[config.mk]
export PLATFORM = sky130hd
export DESIGN_NAME = instr_assembler
export DESIGN_NICKNAME = d
export VERILOG_FILES = /design/src/rtl/instr_asm_pkg.sv /design/src/rtl/instr_assembler_idle_timer.sv /design/src/rtl/instr_assembler.sv
export SDC_FILE = /design/constraint.sdc
export NUM_CORES = 1
export LEC_CHECK = 0
export ABC_CLOCK_PERIOD_IN_PS = 2600
export CORE_UTILIZATION = 51
export CTS_CLUSTER_DIAMETER = 100
export DETAILED_ROUTE_END_ITERATION = 8
export PLACE_DENSITY = 0.8
export SLEW_MARGIN = 20
export SYNTH_ARGS = -nofsm -noshare
export SYNTH_HDL_FRONTEND = slang
export SYNTH_HIERARCHICAL = 1
export SYNTH_SLANG_ARGS = --single-unit
[constraint.sdc]
create_clock -name clock -period 2.6 [get_ports clock]
set_clock_uncertainty 0.2 [all_clocks]
set_input_delay 0.65 -clock clock [delete_from_list [all_inputs] [get_ports clock]]
set_output_delay 0.65 -clock clock [all_outputs]
set_load 0.02 [all_outputs]
[src/rtl/instr_asm_pkg.sv]
// Shared types and constants for the byte-to-word instruction assembler.
package instr_asm_pkg;

  localparam int BYTES_PER_WORD = 4;
  localparam int BYTE_IDX_W     = $clog2(BYTES_PER_WORD);

  typedef enum logic [1:0] {
    IDLE,
    COLLECT,
    WRITE
  } asm_state_e;

  typedef logic [BYTE_IDX_W-1:0] byte_idx_t;

  localparam byte_idx_t LAST_BYTE_IDX = byte_idx_t'(BYTES_PER_WORD - 1);

  // Slot 0 lands in the most significant byte, so bytes arrive MSB first.
  function automatic logic [31:0] place_byte(input logic [31:0] word,
                                             input byte_idx_t   idx,
                                             input logic [7:0]  data);
    logic [31:0] res;
    res = word;
    res[(BYTES_PER_WORD - 1 - int'(idx)) * 8 +: 8] = data;
    return res;
  endfunction

endpackage

[src/rtl/instr_assembler_idle_timer.sv]
// Inter-byte idle counter; only built when INSTR_ASM_TIMEOUT_EN is defined.
`ifdef INSTR_ASM_TIMEOUT_EN
module idle_timer #(
  parameter int TIMEOUT_CYCLES = 100000
) (
  input  logic clock,
  input  logic reset,
  input  logic run_i,
  input  logic clear_i,
  output logic expire_o
);

  localparam int CNT_W = $clog2(TIMEOUT_CYCLES + 1);
  localparam logic [CNT_W-1:0] LIMIT = CNT_W'(TIMEOUT_CYCLES - 1);

  logic [CNT_W-1:0] cnt_q, cnt_d;

  // The expiring cycle is the TIMEOUT_CYCLES-th idle edge after the last byte.
  assign expire_o = run_i && !clear_i && (cnt_q == LIMIT);

  always_comb begin
    cnt_d = cnt_q;
    if (clear_i || !run_i || expire_o) begin
      cnt_d = '0;
    end else begin
      cnt_d = cnt_q + CNT_W'(1);
    end
  end

  always_ff @(posedge clock) begin
    if (!reset) begin
      cnt_q <= '0;
    end else begin
      cnt_q <= cnt_d;
    end
  end

endmodule
`endif

[src/rtl/instr_assembler.sv]
// Packs four MSB-first bytes into a 32-bit instruction and writes it to program memory.
// Optional inter-byte timeout is enabled by defining INSTR_ASM_TIMEOUT_EN.
module instr_assembler
  import instr_asm_pkg::*;
#(
  parameter int ADDR_WIDTH     = 8,
  parameter int TIMEOUT_CYCLES = 100000
) (
  input  logic                  clock,
  input  logic                  reset,
  input  logic                  load,
  input  logic [7:0]            rx_data,
  input  logic                  rx_valid,
  output logic [31:0]           instr,
  output logic [15:0]           imm,
  output logic                  word_valid,
  output logic                  wr_en,
  output logic [ADDR_WIDTH-1:0] wr_addr,
  output logic                  mem_full,
  output logic                  timeout_err
);

  localparam logic [ADDR_WIDTH-1:0] ADDR_MAX = {ADDR_WIDTH{1'b1}};

  asm_state_e            state_q, state_d;
  byte_idx_t             byte_idx_q, byte_idx_d;
  logic [31:0]           shift_q, shift_d;
  logic [31:0]           instr_q, instr_d;
  logic [15:0]           imm_q, imm_d;
  logic [ADDR_WIDTH-1:0] wr_addr_q, wr_addr_d;
  logic                  mem_full_q, mem_full_d;
  logic                  timeout_err_q, timeout_err_d;
  logic                  timer_expire;
  logic [31:0]           assembled;

`ifdef INSTR_ASM_TIMEOUT_EN
  idle_timer #(
    .TIMEOUT_CYCLES(TIMEOUT_CYCLES)
  ) u_idle_timer (
    .clock   (clock),
    .reset   (reset),
    .run_i   ((state_q == COLLECT) && (byte_idx_q != '0) && load),
    .clear_i (load && rx_valid),
    .expire_o(timer_expire)
  );
`else
  logic unused_timeout_cfg;
  assign unused_timeout_cfg = (TIMEOUT_CYCLES > 0);
  assign timer_expire       = 1'b0;
`endif

  assign assembled = place_byte(shift_q, byte_idx_q, rx_data);

  always_comb begin
    state_d       = state_q;
    byte_idx_d    = byte_idx_q;
    shift_d       = shift_q;
    instr_d       = instr_q;
    imm_d         = imm_q;
    wr_addr_d     = wr_addr_q;
    mem_full_d    = mem_full_q;
    timeout_err_d = 1'b0;

    // The address bookkeeping for a finished word happens as WRITE ends,
    // regardless of where the FSM goes next.
    if (state_q == WRITE && !mem_full_q) begin
      if (wr_addr_q == ADDR_MAX) begin
        mem_full_d = 1'b1;
      end else begin
        wr_addr_d = wr_addr_q + ADDR_WIDTH'(1);
      end
    end

    case (state_q)
      IDLE: begin
        if (load) begin
          state_d    = COLLECT;
          byte_idx_d = '0;
          wr_addr_d  = '0;
          mem_full_d = 1'b0;
        end
      end
      COLLECT, WRITE: begin
        if (!load) begin
          state_d    = IDLE;
          byte_idx_d = '0;
        end else if (rx_valid) begin
          shift_d = assembled;
          if (byte_idx_q == LAST_BYTE_IDX) begin
            state_d    = WRITE;
            byte_idx_d = '0;
            instr_d    = assembled;
            imm_d      = assembled[15:0];
          end else begin
            state_d    = COLLECT;
            byte_idx_d = byte_idx_q + byte_idx_t'(1);
          end
        end else if (timer_expire) begin
          state_d       = COLLECT;
          byte_idx_d    = '0;
          timeout_err_d = 1'b1;
        end else begin
          state_d = COLLECT;
        end
      end
      default: begin
        state_d    = IDLE;
        byte_idx_d = '0;
      end
    endcase
  end

  always_ff @(posedge clock) begin
    if (!reset) begin
      state_q       <= IDLE;
      byte_idx_q    <= '0;
      instr_q       <= '0;
      imm_q         <= '0;
      wr_addr_q     <= '0;
      mem_full_q    <= 1'b0;
      timeout_err_q <= 1'b0;
    end else begin
      state_q       <= state_d;
      byte_idx_q    <= byte_idx_d;
      instr_q       <= instr_d;
      imm_q         <= imm_d;
      wr_addr_q     <= wr_addr_d;
      mem_full_q    <= mem_full_d;
      timeout_err_q <= timeout_err_d;
    end
  end

  // Partial-word storage needs no reset: every slot is rewritten before use.
  always_ff @(posedge clock) begin
    shift_q <= shift_d;
  end

  assign instr       = instr_q;
  assign imm         = imm_q;
  assign word_valid  = (state_q == WRITE);
  assign wr_en       = (state_q == WRITE) && !mem_full_q;
  assign wr_addr     = wr_addr_q;
  assign mem_full    = mem_full_q;
  assign timeout_err = timeout_err_q;

endmodule

---- Word-level counts from Yosys, hierarchy flattened ----
Index checks and enable logic that the tools add are counted.
word-level totals
  bits of input ports ..................... 12
  output and inout port bits .............. 60
  flip-flop bits (word level) ............. 93
  word-level logic and storage cells ...... 45
operators by class
  multiplexer cells ....................... 19
  shift operators ......................... 2
  reduce and logical (&&, ||, !) cells .... 7
  add/subtract/negate cells ............... 4
  equal/unequal tests ..................... 6
operator list
  operator                   count
  $neg A6 Y33                1
  $shift A8 B33 Y32 const A  1
  $shiftx A8 B33 Y32         1
  $bwmux W32                 1
  $mux W8                    4
  $mux W2                    8
  $add A8 B1 Y8 const B      1
  $eq A8 B8 Y1 const B       1
  $pmux W2 S2                2
  $eq A2 B2 Y1 const B       2
  $mux W1                    4
  $reduce_and A4 Y1          1
  $ne A3 B3 Y1 const B       1
  $reduce_and A3 Y1          1
  $sub A2 B2 Y3 const A      1
  $add A2 B1 Y2 const B      1
  $eq A2 B1 Y1 const B       1
  $logic_not A2 Y1           1
  $ne A2 B2 Y1 const B       1
  $reduce_and A2 Y1          1
  $reduce_or A2 Y1           1
  $logic_and A1 B1 Y1        1
  $logic_not A1 Y1           1

---- Depth between registers and ports, before layout ----
Gate-level depths: netlist (run 1).
  word-level depth ........................ 5
  mapped depth ............................ 8
  depth with buffers taken out ............ 6

---- Worst setup path before layout (run 1) ----
Ideal clock, no wire load.
  kind .................................... register to output
  start point ............................. reg state_q[0]
  end point ............................... out wr_en
  slack ................................... 0.567 ns
  arrival time ............................ 1.183 ns
  cell stages (with the launch flop) ...... 4
  required time ........................... 1.750 ns
  path buffers ............................ 0
  path through ............................ dfxtp_1 inv_1 ha_1 nor2b_1
on the way
  word-level cells in the longest chain between the ends .. 2
ends and longest elaborated chain
  item                      RTL line                source
  start: declaration        instr_assembler.sv:25   asm_state_e state_q, state_d;
  start signal: assignment  instr_assembler.sv:123  state_q <= state_d;
  $eq A2 B2 Y1              --
  via word_valid            instr_assembler.sv:16   output logic word_valid,
  $logic_and A1 B1 Y1       instr_assembler.sv:141  assign wr_en = (state_q == WRITE) && !mem_full_q;
  end: declaration          instr_assembler.sv:17   output logic wr_en,
The timed path passes the listed nets, and every way through them passes these cells.

---- Worst setup path in the final report (run 1) ----
  start point ............................. reg state_q[0]
  end point ............................... out word_valid
on the way
  word-level cells in the longest chain between the ends .. 1
ends and longest elaborated chain
  item              RTL line                source
  $eq A2 B2 Y1      instr_assembler.sv:140  assign word_valid = (state_q == WRITE);
  end: declaration  instr_assembler.sv:16
No other way between the ends.

==> results by group, run 1 <==
Power and ir drop
  • Reported net switching power: 0.4940 mW
  • Net Sw Frac: 21.51%
  • Comb pwr share: 4.7%
  • IR Drop Worst-Case VDD: 0.0003939 V
  • Clk network pwr share: 39.8%
  • P per Cell Area: 532.3 mW/mm^2
  • Pint: 1.802 mW
  • Leak: 1.618 nW
  • Sequential power share: 55.5%

Floorplanning
  • FP Rows: 29
  • Die area: 0.007162 sq mm
  • Ports: 72
  • Die H: 84.63 um
  • Core footprint: 0.006459 sq mm
  • Initial Util: 53.91%
  • Die width: 84.63 um

Worst setup path
  • CP endpoint kind: output port
  • Critical Path RT: 1.75 ns
  • Crit path kind: register to output port
  • Crit path launch type: register
  • Crit path DAT: 1.57 ns
  • Worst-path fanout max: 3

Synthesis
  • Leading area contributor after synthesis: edfxtp_1
  • Number of synthesized register bits: 77
  • Top-area cell type share of the netlist area: 27.60%
  • Syn Nets: 377
  • Register area share after synthesis: 53.47%
  • Ys Warns: 6
  • Area contributors post-synth: edfxtp_1 28%, dfxtp_1 26%, nand2_1 4.7%
  • Mapped Cells: 356
  • Mapped Avg Cell Area: 9.781 sq um
  • Distinct cells, synth: 42
  • Cell Area, Synth: 0.003482 sq mm

Clock tree
  • Root Driver: clkbuf_8
  • Clock latency at the later pin of the worst-skew pair: 0.34 ns
  • Total CTS buffers: 9
  • Post-CTS Hold Buffers: 0
  • Sink Count: 77
  • CTS Buffer Depth: 2
  • Cts repair resizes: 1
  • TritonCTS clock tree: yes
  • Depth of the CTS H-tree: 3
  • Clock-pin slew on the worst setup and hold paths: 0.07 ns
  • Setup bufs post-CTS: 0

Status
  • Failing checks: design-rule violations
  • Outcome: finished with violations

GRT
  • Met1 GRT Util: 25.32%
  • Largest net degree at the start of global routing: 33
  • Met3 usage: 5.998%
  • Global-route usage over all layers: 21.31%
  • GRT busiest layer: met2
  • First-pass GRT wire length: 11740 um
  • Initial antenna violation count: 0
  • Vias in the first global route: 2431
  • Met2 Usage GRT: 37.32%
  • Gr ovfl total: 0

Route
  • DRT iter0 DRCs: 139
  • Detail Route Antenna Nets: 0
  • Routed len/inst: 15.09 um
  • First-pass DRT Iterations: 8
  • Total wire length: 7410 um
  • Total number of vias: 2700
  • Detailed-route DRC error count: 5
  • Via density: 5.499

Finish
  • Most common cell after layout, fill and taps aside: clkdlybuf4s50_1
  • Share of post-route cells with drive strength above 1: 6.522%
  • Number of diodes: 0
  • Most frequent cells in the layout: 69 x clkdlybuf4s50_1, 45 x dfxtp_1, 44 x nand2_1
  • Area growth syn-to-layout: 23.90%
  • Nets: 430

Place
  • Port bufs: 70
  • Dpl hpwl: 5053 um
  • GP Congestion: 0.7744

Worst hold path
  • Hold WC Path Type: register to register

Timing
  • Setup TNS: 0 ns
  • Hold slack: 0.2562 ns
  • RSZ-0062 raised after global routing: false
  • Final setup fails: 0
  • Hold Vio Cnt, Final: 0
  • Slew Limit Fails: 0
  • Min Clock Period, post-route: 2.421 ns
  • Period Utilization, post-route: 93.11%
  • Fmax: 413.1 MHz

Job
  • Max Cap Viol: 0
-- path summary, 6_finish.rpt --
kind                  from          to  slack [ns]  cells past startpoint
min              instr[22]   instr[22]        0.26                      2
min reg2reg      instr[22]   instr[22]        0.26                      2
max reg2reg  byte_idx_q[0]   instr[28]        0.46                      5
max             state_q[0]  word_valid        0.18                      3
-- critical path, cell delays in order, from the launching register on --
cell and delay (ns):
dfxtp_1 0.33, inv_1 0.09, ha_1 0.19, clkdlybuf4s50_1 0.61
-- power by group through the flow --
stage          Combinational, mW  Clock [mW]  Sequential, mW
6_report                   0.107       0.915            1.27
3_5_place_dp               0.106           0            1.30
2_1_floorplan             0.0594           0            1.30
5_1_grt                    0.117       0.974            1.28
3_3_place_gp               0.102           0            1.30
4_1_cts                    0.107       0.922            1.27
-- Yosys cell counts, drive strengths merged --
cell type  instances
nor3               2
a31oi              1
a22oi              1
nand2b             1
nand2             44
a21oi              7
nand4              2
and2               2
a21boi             7
a2111oi            1
buf               27
inv               31
a22o               6
conb               1
and4               1
nand3b             4
o21ai             28
clkbuf            10
nor4               1
xor2               1
nor2b              3
edfxtp            32
o21ba             18
o22ai             24
o32ai              1
or3                1
o2bb2ai            2
nor2              25
ha                 9
a41oi              1
and3               1
a31o               1
mux2i              1
a211oi             4
nand3             10
dfxtp             45
-- registers in the layout, indices dropped and copies added, names as in the netlist --
name	count
mem_full	1
state_q	2
wr_addr	8
instr	32
byte_idx_q	2
shift_q	32
-- final cells by class --
type / count / area [sq um]
multi-input combinational: 211 / 1271
clock buffer: 12 / 155.1
fill: 494 / 2145
inverter: 31 / 116.4
clock inverter: 4 / 46.29
timing repair buffer: 79 / 767.0
sequential: 77 / 1862
tap: 77 / 96.34
-- metrics by stage --
step | util [%] | cells | cell area (sq um) | setup WS, ns | total power [mW]
after global routing | 66.80 | 491 | 4314 | 0.1002 | 2.367
after CTS | 66.80 | 491 | 4314 | 0.1606 | 2.303
after floorplan | - | 356 | 3482 | 0.5672 | 1.360
after global placement | 63.70 | 475 | 4114 | 0.2829 | 1.403
after detailed placement | 63.70 | 475 | 4114 | 0.2242 | 1.408
final | 66.80 | 491 | 4314 | 0.1792 | 2.296
-- cells by family after synthesis --
family	Yosys count	share of synthesized area [%]
xor+xnor	1	0.2516
simple gates	97	12.33
other cells	1	0.1077
fa+ha+maj	9	3.234
flops	77	53.47
buf+inv	68	10.03
mux	1	0.2875
compound gates	102	20.30
-- metal layers --
layer	up-vias	routed length (um)
met3	6	403
li1	1327	-
met2	83	3635
met1	1284	3285
met5	-	0
met4	0	84
No activity file was read; power rests on OpenSTA's default activity.
==> run 2, diff against run 1 <==
Settings changed: SETUP_SLACK_MARGIN from default to 0.1.
==> results of run 2 <==
No change in the layout: final DEF, timing and power equal those of run 1.
